## src/rtl/fpadd_wb_if.sv

```systemverilog
// rtl/fpadd_wb_if.sv - fpadd writeback handshake, result and flag signals
interface fpadd_wb_if #(
    parameter int TAGW = 5
);
    logic            in_valid;
    logic            in_ready;
    logic [63:0]     result;
    logic [4:0]      Flags;
    logic            Denorm;
    logic [1:0]      P;
    logic [TAGW-1:0] in_tag;
    logic            out_valid;
    logic            out_ready;
    logic [63:0]     out_data;
    logic [TAGW-1:0] out_tag;
    logic [4:0]      out_flags;
    logic            out_denorm;
    logic            fflags_we;
    logic [4:0]      fflags_wdata;
    logic [4:0]      fflags;
    logic [15:0]     retire_cnt;

    modport slave (
        input  in_valid, result, Flags, Denorm, P, in_tag, out_ready,
               fflags_we, fflags_wdata,
        output in_ready, out_valid, out_data, out_tag, out_flags, out_denorm,
               fflags, retire_cnt
    );

    modport master (
        output in_valid, result, Flags, Denorm, P, in_tag, out_ready,
               fflags_we, fflags_wdata,
        input  in_ready, out_valid, out_data, out_tag, out_flags, out_denorm,
               fflags, retire_cnt
    );
endinterface

```

## src/rtl/fpadd_wb.sv

```systemverilog
// rtl/fpadd_wb.sv - fpadd writeback stage: NaN-boxing FIFO, sticky flags, retire counter
module fpadd_wb #(
    parameter int DEPTH = 4,
    parameter int TAGW  = 5
) (
    input  logic      clk,
    input  logic      reset,
    fpadd_wb_if.slave bus
);
    localparam int AW = (DEPTH > 1) ? $clog2(DEPTH) : 1;
    localparam int CW = AW + 1;
    // Entry layout: {data[63:0], tag, flags[4:0], denorm}
    localparam int EW = 64 + TAGW + 6;
    localparam logic [CW-1:0] FULL = CW'(DEPTH);

    logic [EW-1:0]   mem_q [DEPTH];
    logic [AW-1:0]   wptr_q, wptr_d;
    logic [AW-1:0]   rptr_q, rptr_d;
    logic [CW-1:0]   count_q, count_d;
    logic [4:0]      fflags_q, fflags_d;
    logic [15:0]     rcnt_q, rcnt_d;

    logic            nonempty;
    logic            push;
    logic            pop;
    logic [63:0]     pack_data;
    logic [EW-1:0]   head;

    // Ready depends only on registered occupancy, so a full FIFO never takes a push
    // even when it is popping in the same cycle.
    assign bus.in_ready = reset && (count_q < FULL);
    assign nonempty     = (count_q != '0);
    assign push         = bus.in_valid && bus.in_ready;
    assign pop          = nonempty && bus.out_ready;

    // Single-precision results arrive in the upper word; box them with all-ones.
    assign pack_data = (bus.P == 2'b01) ? {32'hFFFF_FFFF, bus.result[63:32]} : bus.result;

    // Head read is masked to zero while empty so stale entries never leak out.
    assign head           = nonempty ? mem_q[rptr_q] : '0;
    assign bus.out_valid  = nonempty;
    assign bus.out_data   = head[EW-1:TAGW+6];
    assign bus.out_tag    = head[TAGW+5:6];
    assign bus.out_flags  = head[5:1];
    assign bus.out_denorm = head[0];
    assign bus.fflags     = fflags_q;
    assign bus.retire_cnt = rcnt_q;

    // Next-state for pointers, occupancy, sticky flags and retire count.
    always_comb begin
        wptr_d   = wptr_q;
        rptr_d   = rptr_q;
        count_d  = count_q;
        fflags_d = (bus.fflags_we ? bus.fflags_wdata : fflags_q)
                 | (pop ? bus.out_flags : 5'b0);
        rcnt_d   = rcnt_q;
        if (push) begin
            wptr_d = wptr_q + AW'(1);
        end
        if (pop) begin
            rptr_d = rptr_q + AW'(1);
            rcnt_d = rcnt_q + 16'd1;
        end
        case ({push, pop})
            2'b10:   count_d = count_q + CW'(1);
            2'b01:   count_d = count_q - CW'(1);
            default: count_d = count_q;
        endcase
    end

    // Control state; reset discards every queued entry at once.
    always_ff @(posedge clk or negedge reset) begin
        if (!reset) begin
            wptr_q   <= '0;
            rptr_q   <= '0;
            count_q  <= '0;
            fflags_q <= '0;
            rcnt_q   <= '0;
        end else begin
            wptr_q   <= wptr_d;
            rptr_q   <= rptr_d;
            count_q  <= count_d;
            fflags_q <= fflags_d;
            rcnt_q   <= rcnt_d;
        end
    end

    // Entry storage needs no reset: occupancy alone decides what is visible.
    always_ff @(posedge clk) begin
        if (push) begin
            mem_q[wptr_q] <= {pack_data, bus.in_tag, bus.Flags, bus.Denorm};
        end
    end
endmodule

```

## src/flat_wrapper.sv

```systemverilog
// flat-port wrapper written by rule: the top's interface ports become plain ports
module fpadd_wb_flat 
#(
    parameter int DEPTH = 4,
    parameter int TAGW  = 5
)
  (clk, reset, bus_in_valid, bus_result, bus_Flags, bus_Denorm, bus_P, bus_in_tag, bus_out_ready, bus_fflags_we, bus_fflags_wdata, bus_in_ready, bus_out_valid, bus_out_data, bus_out_tag, bus_out_flags, bus_out_denorm, bus_fflags, bus_retire_cnt);
  fpadd_wb_if #(.TAGW(TAGW)) bus_i ();
  input  logic clk;
  input  logic reset;
  input wire logic [$bits(bus_i.in_valid)-1:0] bus_in_valid;
  input wire logic [$bits(bus_i.result)-1:0] bus_result;
  input wire logic [$bits(bus_i.Flags)-1:0] bus_Flags;
  input wire logic [$bits(bus_i.Denorm)-1:0] bus_Denorm;
  input wire logic [$bits(bus_i.P)-1:0] bus_P;
  input wire logic [$bits(bus_i.in_tag)-1:0] bus_in_tag;
  input wire logic [$bits(bus_i.out_ready)-1:0] bus_out_ready;
  input wire logic [$bits(bus_i.fflags_we)-1:0] bus_fflags_we;
  input wire logic [$bits(bus_i.fflags_wdata)-1:0] bus_fflags_wdata;
  output wire logic [$bits(bus_i.in_ready)-1:0] bus_in_ready;
  output wire logic [$bits(bus_i.out_valid)-1:0] bus_out_valid;
  output wire logic [$bits(bus_i.out_data)-1:0] bus_out_data;
  output wire logic [$bits(bus_i.out_tag)-1:0] bus_out_tag;
  output wire logic [$bits(bus_i.out_flags)-1:0] bus_out_flags;
  output wire logic [$bits(bus_i.out_denorm)-1:0] bus_out_denorm;
  output wire logic [$bits(bus_i.fflags)-1:0] bus_fflags;
  output wire logic [$bits(bus_i.retire_cnt)-1:0] bus_retire_cnt;
  assign bus_i.in_valid = bus_in_valid;
  assign bus_i.result = bus_result;
  assign bus_i.Flags = bus_Flags;
  assign bus_i.Denorm = bus_Denorm;
  assign bus_i.P = bus_P;
  assign bus_i.in_tag = bus_in_tag;
  assign bus_i.out_ready = bus_out_ready;
  assign bus_i.fflags_we = bus_fflags_we;
  assign bus_i.fflags_wdata = bus_fflags_wdata;
  assign bus_in_ready = bus_i.in_ready;
  assign bus_out_valid = bus_i.out_valid;
  assign bus_out_data = bus_i.out_data;
  assign bus_out_tag = bus_i.out_tag;
  assign bus_out_flags = bus_i.out_flags;
  assign bus_out_denorm = bus_i.out_denorm;
  assign bus_fflags = bus_i.fflags;
  assign bus_retire_cnt = bus_i.retire_cnt;
  fpadd_wb #(.DEPTH(DEPTH), .TAGW(TAGW)) u_core (.clk(clk), .reset(reset), .bus(bus_i));
endmodule
```

## config.mk

```make
export PLATFORM = sky130hd
export DESIGN_NAME = fpadd_wb_flat
export DESIGN_NICKNAME = d
export VERILOG_FILES = /design/src/rtl/fpadd_wb_if.sv /design/src/rtl/fpadd_wb.sv /design/src/flat_wrapper.sv
export SDC_FILE = /design/constraint.sdc
export NUM_CORES = 1
export LEC_CHECK = 0
export CORE_MARGIN = 2
export CORE_UTILIZATION = 40
export DETAILED_ROUTE_END_ITERATION = 16
export SLEW_MARGIN = 20
export SYNTH_ARGS = -nofsm -noshare
export SYNTH_HDL_FRONTEND = slang
export SYNTH_SLANG_ARGS = --single-unit
```

## constraint.sdc

```tcl
create_clock -name clk -period 4.84 [get_ports clk]
set_input_delay 0.484 -clock clk [delete_from_list [all_inputs] [get_ports clk]]
set_output_delay 0.484 -clock clk [all_outputs]
set_load 0.03 [all_outputs]
```

==> flow_metrics.tcl, run 1 <==
set metrics [dict create \
    diodes 0 \
    reg2regPathDepth 7 \
    fin_cells 1329 \
    start_util 0.407 \
    regArea_um2 9720 \
    grt.overflow.total 0 \
    postRouteAntennaNets 0 \
    status "complete, no violations" \
    synth_top_area_cell "edfxtp_1" \
    portBuffers 184 \
    die_x_um 186 \
    startpoint_type "flip-flop" \
    worst_pin_slew_ns 0.949 \
    synth_edf_count 300 \
    fin_util 0.512 \
    synth_most_common_cell "edfxtp_1" \
    layout_min_cycle_time_ns 3.67 \
    critPathMaxFanout 36 \
    wl_per_cell_um 20.1 \
    first_pass_iters 4 \
    finalMaxSlewViolations 0 \
    max-vdd-ir-drop_v 0.000420 \
    fin_tns_setup_ns 0 \
    clk_pin_slew_ns 0.06 \
    dp_hpwl_mm 15.6 \
    grt_pass1_vias 7218 \
    multi_input_area_um2 3350 \
    drive_gt1_frac 0.197 \
    powerDensity_nw_per_um2 592 \
    ctsLongestPathBuffers 3 \
    dieArea_um2 34600 \
    coreArea_um2 32500 \
    viasPerCell 5.06 \
    cp_cell_sequence "buf_12 > mux4_2 > and2_1 > clkdlybuf4s50_1" \
    fmax_ghz 0.273 \
    clock_latency_ns 0.50 \
    rows 66 \
    cts_setup_buffers 0 \
    cts_tree "done" \
    gp_congestion 0.713 \
    antenna_found_initial 0 \
    ys_warn_count 0 \
    cp.required_ns 4.36 \
    worst_ep_arrival_time_ns 3.19 \
    synth_cells 663 \
    synth_common_cells "edfxtp_1, and2_1, mux4_2, mux2_2, nand2b_1" \
    cts.repair.resized 0 \
    slew_headroom 0.367 \
    hold_buffers 0 \
    fillerInstances 2698 \
    synth_seq_cells 328 \
    whs_ns 0.373 \
    grt_max_degree 73 \
    grt_pass1_wl_mm 41.0 \
    drc 0 \
    synth_cell_type_count 32 \
    min_path_type "primary input to asynchronous set/reset pin" \
    rsz0062_at_grt "no" \
    routed_wl_mm 26.7 \
    cts_inserted_buffers 36 \
    synthArstFlopShare 0.0854 \
    grt_usage 0.157 \
    dp_cells 1265 \
    clock_tree.root_cell "clkbuf_16" \
    hold_viol_final 0 \
    cap_violations 0 \
    fin_skew_ns 0.00877 \
    syn-num-nets 757 \
    cp_slowest_cell "dfrtp_4" \
    boundaryPins 185 \
    nets 955 \
    h-tree-depth 2 \
    finalSetupViolCount 0 \
    avgSynthCellArea_um2 20.0 \
    finalCritPeriodShare 0.758 \
    slowest_delay_ns 0.89 \
    fp.dieH_um 186 \
    vias 6724 \
    numClockSinks 328 \
    yosys_most_used_dff "edfxtp_1" \
    synth_area_um2 13200 \
    synth_top_area_share 0.681 \
    synth_area_leaders "edfxtp_1, mux4_2, dfrtp_1" \
    power_leakage_uw 0.00550 \
    crit_type "flip-flop to output port" \
    drt-initial-drc-count 411 \
    syn_to_final_growth_pct 26.0 \
    seq_area_frac_synth 0.734 \
    end_kind "output port" \
]
-- registers in the layout (all words and copies together) (netlist names) --
register,flops
u_core.rptr_q,2
u_core.wptr_q,2
u_core.bus.retire_cnt,16
u_core.mem_q,300
u_core.bus.fflags,5
u_core.count_q,3
-- worst max-delay path, delay by kind of cell (launching register included) --
family,cells,cell delay [ns]
DFF,1,0.89
buffers and inverters,2,0.95
muxes,1,0.56
and+or+nand+nor,1,0.21
-- power by group --
part | switching, uW | internal (uW) | total, uW
clock network | 1050 | 1370 | 2430
registers | 261 | 3380 | 3640
logic | 2010 | 1790 | 3800
total | 3320 | 6550 | 9870
-- worst paths after layout --
path	startpoint	endpoint	slack, ns
setup / recovery	u_core.rptr_q[0]	bus_out_data[45]	1.17
hold / removal	reset	u_core.bus.retire_cnt[4]	0.37
setup reg to reg	u_core.count_q[0]	u_core.count_q[2]	2.52
hold reg to reg	u_core.bus.retire_cnt[15]	u_core.bus.retire_cnt[15]	0.49
max in group asynchronous	reset	u_core.rptr_q[1]	4.16
min in group clk	u_core.bus.retire_cnt[15]	u_core.bus.retire_cnt[15]	0.49
-- cell type report --
class                   instances  share of cell area
clock inverters                20             0.00668
repair buffers                194               0.119
well taps                     442              0.0332
clock buffers                  44              0.0558
multi-input cells             292               0.201
flip-flops and latches        328               0.583
inverters                       9             0.00203
-- routing by layer --
layer | vias up | GRT usage | share of wire
met4 | 0 | 0.0384 | 0.019
met5 | - | 0 | 0
met1 | 3476 | 0.218 | 0.45
li1 | 3006 | - | -
met2 | 201 | 0.252 | 0.46
met3 | 41 | 0.0354 | 0.066
-- cell usage in the layout, fill, tap and decap left out, types with 2 or more instances in the layout --
cell type / instances
nor2_1: 4
buf_4: 5
inv_6: 2
nor2b_1: 6
buf_12: 5
xor2_1: 9
clkdlybuf4s50_1: 184
nand2_1: 5
nand3_1: 8
nor4_1: 2
xnor2_1: 12
clkbuf_1: 8
clkinv_2: 8
dfrtp_4: 2
clkinv_1: 8
and3_4: 4
dfrtp_1: 26
nand4_1: 4
a221o_1: 5
and3_1: 2
mux4_2: 75
and2_1: 76
ha_1: 6
mux2_2: 33
edfxtp_1: 300
clkbuf_16: 36
nand2b_1: 32
inv_1: 9
-- metrics by stage --
stage          setup slack (ns)  cell area, um^2  power (uW)
2_1_floorplan              1.42            13200        6080
3_3_place_gp               1.66            15600        7570
3_5_place_dp               1.57            15600        7570
4_1_cts                    1.09            16700       10000
5_1_grt                   0.974            16700       10300
6_report                   1.17            16700        9870
-- cells by family (layout without fill, tap and decap cells) --
logic type,Yosys count,count (layout),synth area share
xor+xnor,21,21,0.0139
mux,109,109,0.156
flops,328,328,0.734
compound gates,7,7,0.00482
fa+ha+maj,7,7,0.00718
simple gates,148,148,0.0683
buf+inv,43,267,0.0158
Note: power is estimated with default switching activity, not from simulation.
==> inputs of run 2 (changes only) <==
clock period = 3.18 ns   (was 4.84 ns; I/O delays follow)
==> flow_metrics.tcl, run 2 (synthesized netlist as in run 1, its figures left out) <==
set metrics [dict create \
    boundaryPins 185 \
    multi_input_area_um2 3350 \
    die_x_um 186 \
    crit_type "flip-flop to output port" \
    cp.required_ns 2.86 \
    drive_gt1_frac 0.209 \
    cts_inserted_buffers 36 \
    clk_pin_slew_ns 0.06 \
    end_kind "output port" \
    dp_hpwl_mm 16.4 \
    grt_pass1_wl_mm 42.1 \
    dp_cells 1273 \
    dieArea_um2 34600 \
    finalSetupViolCount 0 \
    top_register "u_core.mem_q" \
    clock_tree.root_cell "clkbuf_16" \
    layout_min_cycle_time_ns 3.00 \
    layout_commonest_cell "edfxtp_1" \
    fin_skew_ns 0.0109 \
    place_area_um2 15800 \
    first_pass_iters 6 \
    max-vdd-ir-drop_v 0.000864 \
    gp_congestion 0.726 \
    stdcell_area_um2 16900 \
    rows 66 \
    cts.repair.resized 0 \
    grt.overflow.total 0 \
    mostFrequentLayoutCells "edfxtp_1, clkdlybuf4s50_1, and2_1" \
    drc 0 \
    start_util 0.407 \
    cts_tree "done" \
    critPathMaxFanout 28 \
    worst_ep_arrival_time_ns 2.69 \
    fp.dieH_um 186 \
    routed_wl_mm 27.6 \
    wl_per_cell_um 20.6 \
    postRouteAntennaNets 0 \
    place_worst_setup_slack_ns 0.449 \
    fillerInstances 2670 \
    antenna_found_initial 0 \
    grt_max_degree 78 \
    largest_reg_flops 300 \
    vias 6708 \
    fin_tns_setup_ns 0 \
    coreArea_um2 32500 \
    nets 966 \
    portBuffers 184 \
    slew_headroom 0.676 \
    min_path_type "primary input to asynchronous set/reset pin" \
    worst_pin_slew_ns 0.486 \
    powerDensity_nw_per_um2 906 \
    grt_usage 0.164 \
    r2r_setup_slack_ns 1.09 \
    finalMaxSlewViolations 0 \
    syn_to_final_growth_pct 27.4 \
    grt_pass1_vias 7145 \
    fin_cells 1339 \
    drt-initial-drc-count 384 \
    ctsLongestPathBuffers 3 \
    setup_slack_ns 0.176 \
    rsz0062_at_grt "no" \
    hold_viol_final 0 \
    whs_ns 0.275 \
    regArea_um2 9720 \
    clock_latency_ns 0.51 \
    power_leakage_uw 0.00559 \
    h-tree-depth 2 \
    cap_violations 0 \
    fmax_ghz 0.333 \
    numClockSinks 328 \
    finalCritPeriodShare 0.945 \
    status "complete, no violations" \
    viasPerCell 5.01 \
    startpoint_type "flip-flop" \
]
-- run 2: changes by cell type in the layout (fill, tap and decap cells not counted) --
| cell | before | now |
|---|---|---|
| buf_12 | 5 | 11 |
| buf_4 | 5 | 11 |
| bufinv_16 | 0 | 1 |
| clkbuf_1 | 8 | 11 |
| clkbuf_16 | 36 | 37 |
| clkdlybuf4s50_1 | 184 | 183 |
| clkinv_1 | 8 | 3 |
| clkinv_2 | 8 | 6 |
| clkinv_8 | 1 | 0 |
| clkinvlp_4 | 1 | 2 |
| diode_2 | 0 | 1 |
-- run 2: worst paths after layout --
kind	startpoint	to	cells past startpoint
worst max register to register	u_core.count_q[2]	u_core.count_q[2]	9
max in group asynchronous	reset	u_core.rptr_q[0]	2
worst min-delay path	reset	u_core.bus.retire_cnt[6]	2
min in group clk	bus_fflags_wdata[2]	u_core.bus.fflags[2]	2
worst min register to register	u_core.bus.retire_cnt[15]	u_core.bus.retire_cnt[15]	1
worst max-delay path	u_core.rptr_q[1]	bus_out_data[46]	4
-- run 2: layout make-up --
class	instances	area share
Multi-Input combinational cell	292	0.198
Inverter	9	0.00200
Clock buffer	48	0.0574
Tap cell	442	0.0328
Sequential cell	328	0.576
Clock inverter	14	0.00616
Antenna cell	1	0.000148
Timing Repair Buffer	205	0.127
-- run 2: worst max-delay path, cell delays in order (launching register included) --
cell and delay, ns:
dfrtp_4 0.73, buf_12 0.28, mux4_2 0.33, and2_1 0.22, clkdlybuf4s50_1 0.61
-- run 2: timing repair --
action,4_1_cts,5_1_grt
hold buffers,0,0
buffers inserted,3,0
endpoints found under the setup margin,58,0
-- run 2: power breakdown --
part | internal [uW] | switching (uW)
clock network | 2220 | 1580
registers | 5150 | 279
logic | 2840 | 3210
-- run 2: layer usage --
metal,up-vias,track usage,wire length [um]
li1,3036,-,-
met1,3430,0.227,12100
met2,205,0.266,13000
met3,37,0.0393,2000
met4,0,0.0343,437
met5,-,0,0
-- run 2: per-stage QoR --
step | total power (uW) | util
6_report | 15300 | 0.518
5_1_grt | 16000 | 0.518
4_1_cts | 15500 | 0.518
3_5_place_dp | 11700 | 0.484
3_3_place_gp | 11600 | 0.484
2_1_floorplan | 9250 | -
==> inputs of run 3 (changes only) <==
ABC_AREA = 1   (was unset)
==> flow_metrics.tcl, run 3 <==
set metrics [dict create \
    status "complete, no violations" \
    antenna_found_initial 0 \
    finalCritPeriodShare 0.866 \
    grt_max_degree 152 \
    clk_pin_slew_ns 0.06 \
    grt.overflow.total 0 \
    wl_per_cell_um 17.2 \
    yosys_most_used_dff "edfxtp_1" \
    nets 1479 \
    coreArea_um2 33500 \
    synth_top_area_cell "edfxtp_1" \
    routed_wl_mm 31.9 \
    synth_edf_count 300 \
    fillerInstances 2930 \
    first_pass_iters 5 \
    use_met2 0.289 \
    viasPerCell 4.98 \
    clock_tree.root_cell "clkbuf_16" \
    met3_usage 0.0317 \
    cts.repair.resized 0 \
    gp_congestion 0.780 \
    drc 0 \
    syn_to_final_growth_pct 25.7 \
    synth_cells 1208 \
    powerDensity_nw_per_um2 986 \
    grt_pass1_wl_mm 49.7 \
    synth_seq_cells 328 \
    layout_min_cycle_time_ns 2.75 \
    numClockSinks 328 \
    cts_inserted_buffers 35 \
    grt_use_met1 0.255 \
    busiest_layer "met2" \
    synth_most_common_cell "nor2_1" \
    avgSynthCellArea_um2 11.3 \
    dieArea_um2 35600 \
    mostFrequentLayoutCells "nor2_1, edfxtp_1, nand2_1" \
    layout_commonest_cell "nor2_1" \
    power_leakage_uw 0.00632 \
    cp.required_ns 2.86 \
    finalSetupViolCount 0 \
    hold_viol_final 0 \
    place_worst_setup_slack_ns 0.623 \
    largest_reg_flops 300 \
    grt_pass1_vias 8928 \
    whs_ns 0.242 \
    max-vdd-ir-drop_v 0.000831 \
    synth_top_area_share 0.660 \
    synth_area_um2 13600 \
    worst_pin_slew_ns 0.743 \
    dp_hpwl_mm 19.1 \
    cts_setup_buffers 0 \
    ctsLongestPathBuffers 3 \
    stdcell_area_um2 17200 \
    end_kind "output port" \
    fp.dieH_um 189 \
    cap_violations 0 \
    rsz0062_at_grt "no" \
    diodes 0 \
    synthArstFlopShare 0.0854 \
    clock_latency_ns 0.52 \
    start_util 0.407 \
    h-tree-depth 2 \
    drive_gt1_frac 0.112 \
    synth_common_cells "nor2_1, edfxtp_1, nand2_1, o21ai_0, a21oi_1" \
    portBuffers 184 \
    cts_tree "done" \
    syn-num-nets 1302 \
    grt_usage 0.180 \
    hold_buffers 0 \
    vias 9219 \
    synth_area_leaders "edfxtp_1, nor2_1, dfrtp_1" \
    postRouteAntennaNets 0 \
    finalMaxSlewViolations 0 \
    ys_warn_count 0 \
    top_register "u_core.mem_q" \
    fmax_ghz 0.363 \
    boundaryPins 185 \
    synth_cell_type_count 27 \
    die_x_um 189 \
    crit_type "flip-flop to output port" \
    min_path_type "primary input to asynchronous set/reset pin" \
    fin_skew_ns 0.0229 \
    place_area_um2 16100 \
    seq_area_frac_synth 0.712 \
    critPathMaxFanout 151 \
    fin_cells 1853 \
    setup_slack_ns 0.427 \
    worst_ep_arrival_time_ns 2.43 \
    slew_headroom 0.505 \
    startpoint_type "flip-flop" \
    dp_cells 1796 \
    drt-initial-drc-count 669 \
    rows 67 \
]
-- run 3: cell types whose count changed after synthesis, moves of 58 or more --
| cell | delta |
|---|---|
| a21oi_1 | +73 |
| and2_1 | -76 |
| mux4_2 | -75 |
| nand2_1 | +124 |
| nor2_1 | +310 |
| o21ai_0 | +120 |
| o21ai_1 | +58 |
-- run 3: worst max-delay path, stage by stage, from the launching register on --
cell	delay, ns
dfrtp_4	0.44
buf_12	0.46
nor2_1	0.11
nor2_1	0.10
o21ai_1	0.07
a21oi_1	0.44
buf_12	0.18
-- run 3: logic make-up (layout without fill, tap and decap cells) --
group / after synthesis / in the layout / share of synthesized area
xor+xnor: 12 / 12 / 0.00770
flops: 328 / 328 / 0.712
mux: 5 / 5 / 0.00367
fa+ha+maj: 7 / 7 / 0.00697
compound gates: 252 / 252 / 0.0924
simple gates: 472 / 472 / 0.134
buf+inv: 132 / 329 / 0.0441
-- run 3: final cells by class --
class | instances | area [um^2] | area share
well taps | 448 | 561 | 0.0327
multi-input cells | 748 | 3370 | 0.197
inverters | 62 | 238 | 0.0139
flip-flops and latches | 328 | 9720 | 0.566
clock inverters | 15 | 131 | 0.00766
clock buffers | 42 | 902 | 0.0526
repair buffers | 210 | 2240 | 0.130
-- run 3: path summary, 6_finish.rpt --
| check | from | end | slack, ns | depth (start not counted) |
|---|---|---|---|---|
| min in group clk | bus_fflags_wdata[4] | u_core.bus.fflags[4] | 0.43 | 3 |
| setup reg to reg | u_core.count_q[2] | u_core.count_q[2] | 1.09 | 8 |
| hold reg to reg | u_core.bus.retire_cnt[15] | u_core.bus.retire_cnt[15] | 0.50 | 2 |
| hold / removal | reset | u_core.count_q[1] | 0.24 | 2 |
| setup / recovery | u_core.rptr_q[0] | bus_out_data[44] | 0.43 | 6 |
| max in group asynchronous | reset | u_core.rptr_q[1] | 2.63 | 2 |
-- run 3: metal layers --
| metal | share of wire | wire length, um |
|---|---|---|
| met3 | 0.064 | 2040 |
| met2 | 0.47 | 14900 |
| met5 | 0 | 0 |
| met1 | 0.45 | 14400 |
| met4 | 0.016 | 513 |
-- run 3: power by group --
group / total [uW] / internal [uW] / switching (uW)
Sequential: 5340 / 5140 / 200
Clock: 3720 / 2180 / 1550
Combinational: 7860 / 2950 / 4900
Total: 16900 / 10300 / 6650
-- run 3: stage by stage --
step / utilization / setup TNS [ns] / power (uW)
2_1_floorplan: - / -129.77 / 9960
6_report: 0.512 / 0 / 16900
3_3_place_gp: 0.481 / 0 / 13300
3_5_place_dp: 0.481 / 0 / 13400
5_1_grt: 0.512 / 0 / 17900
4_1_cts: 0.512 / 0 / 17100
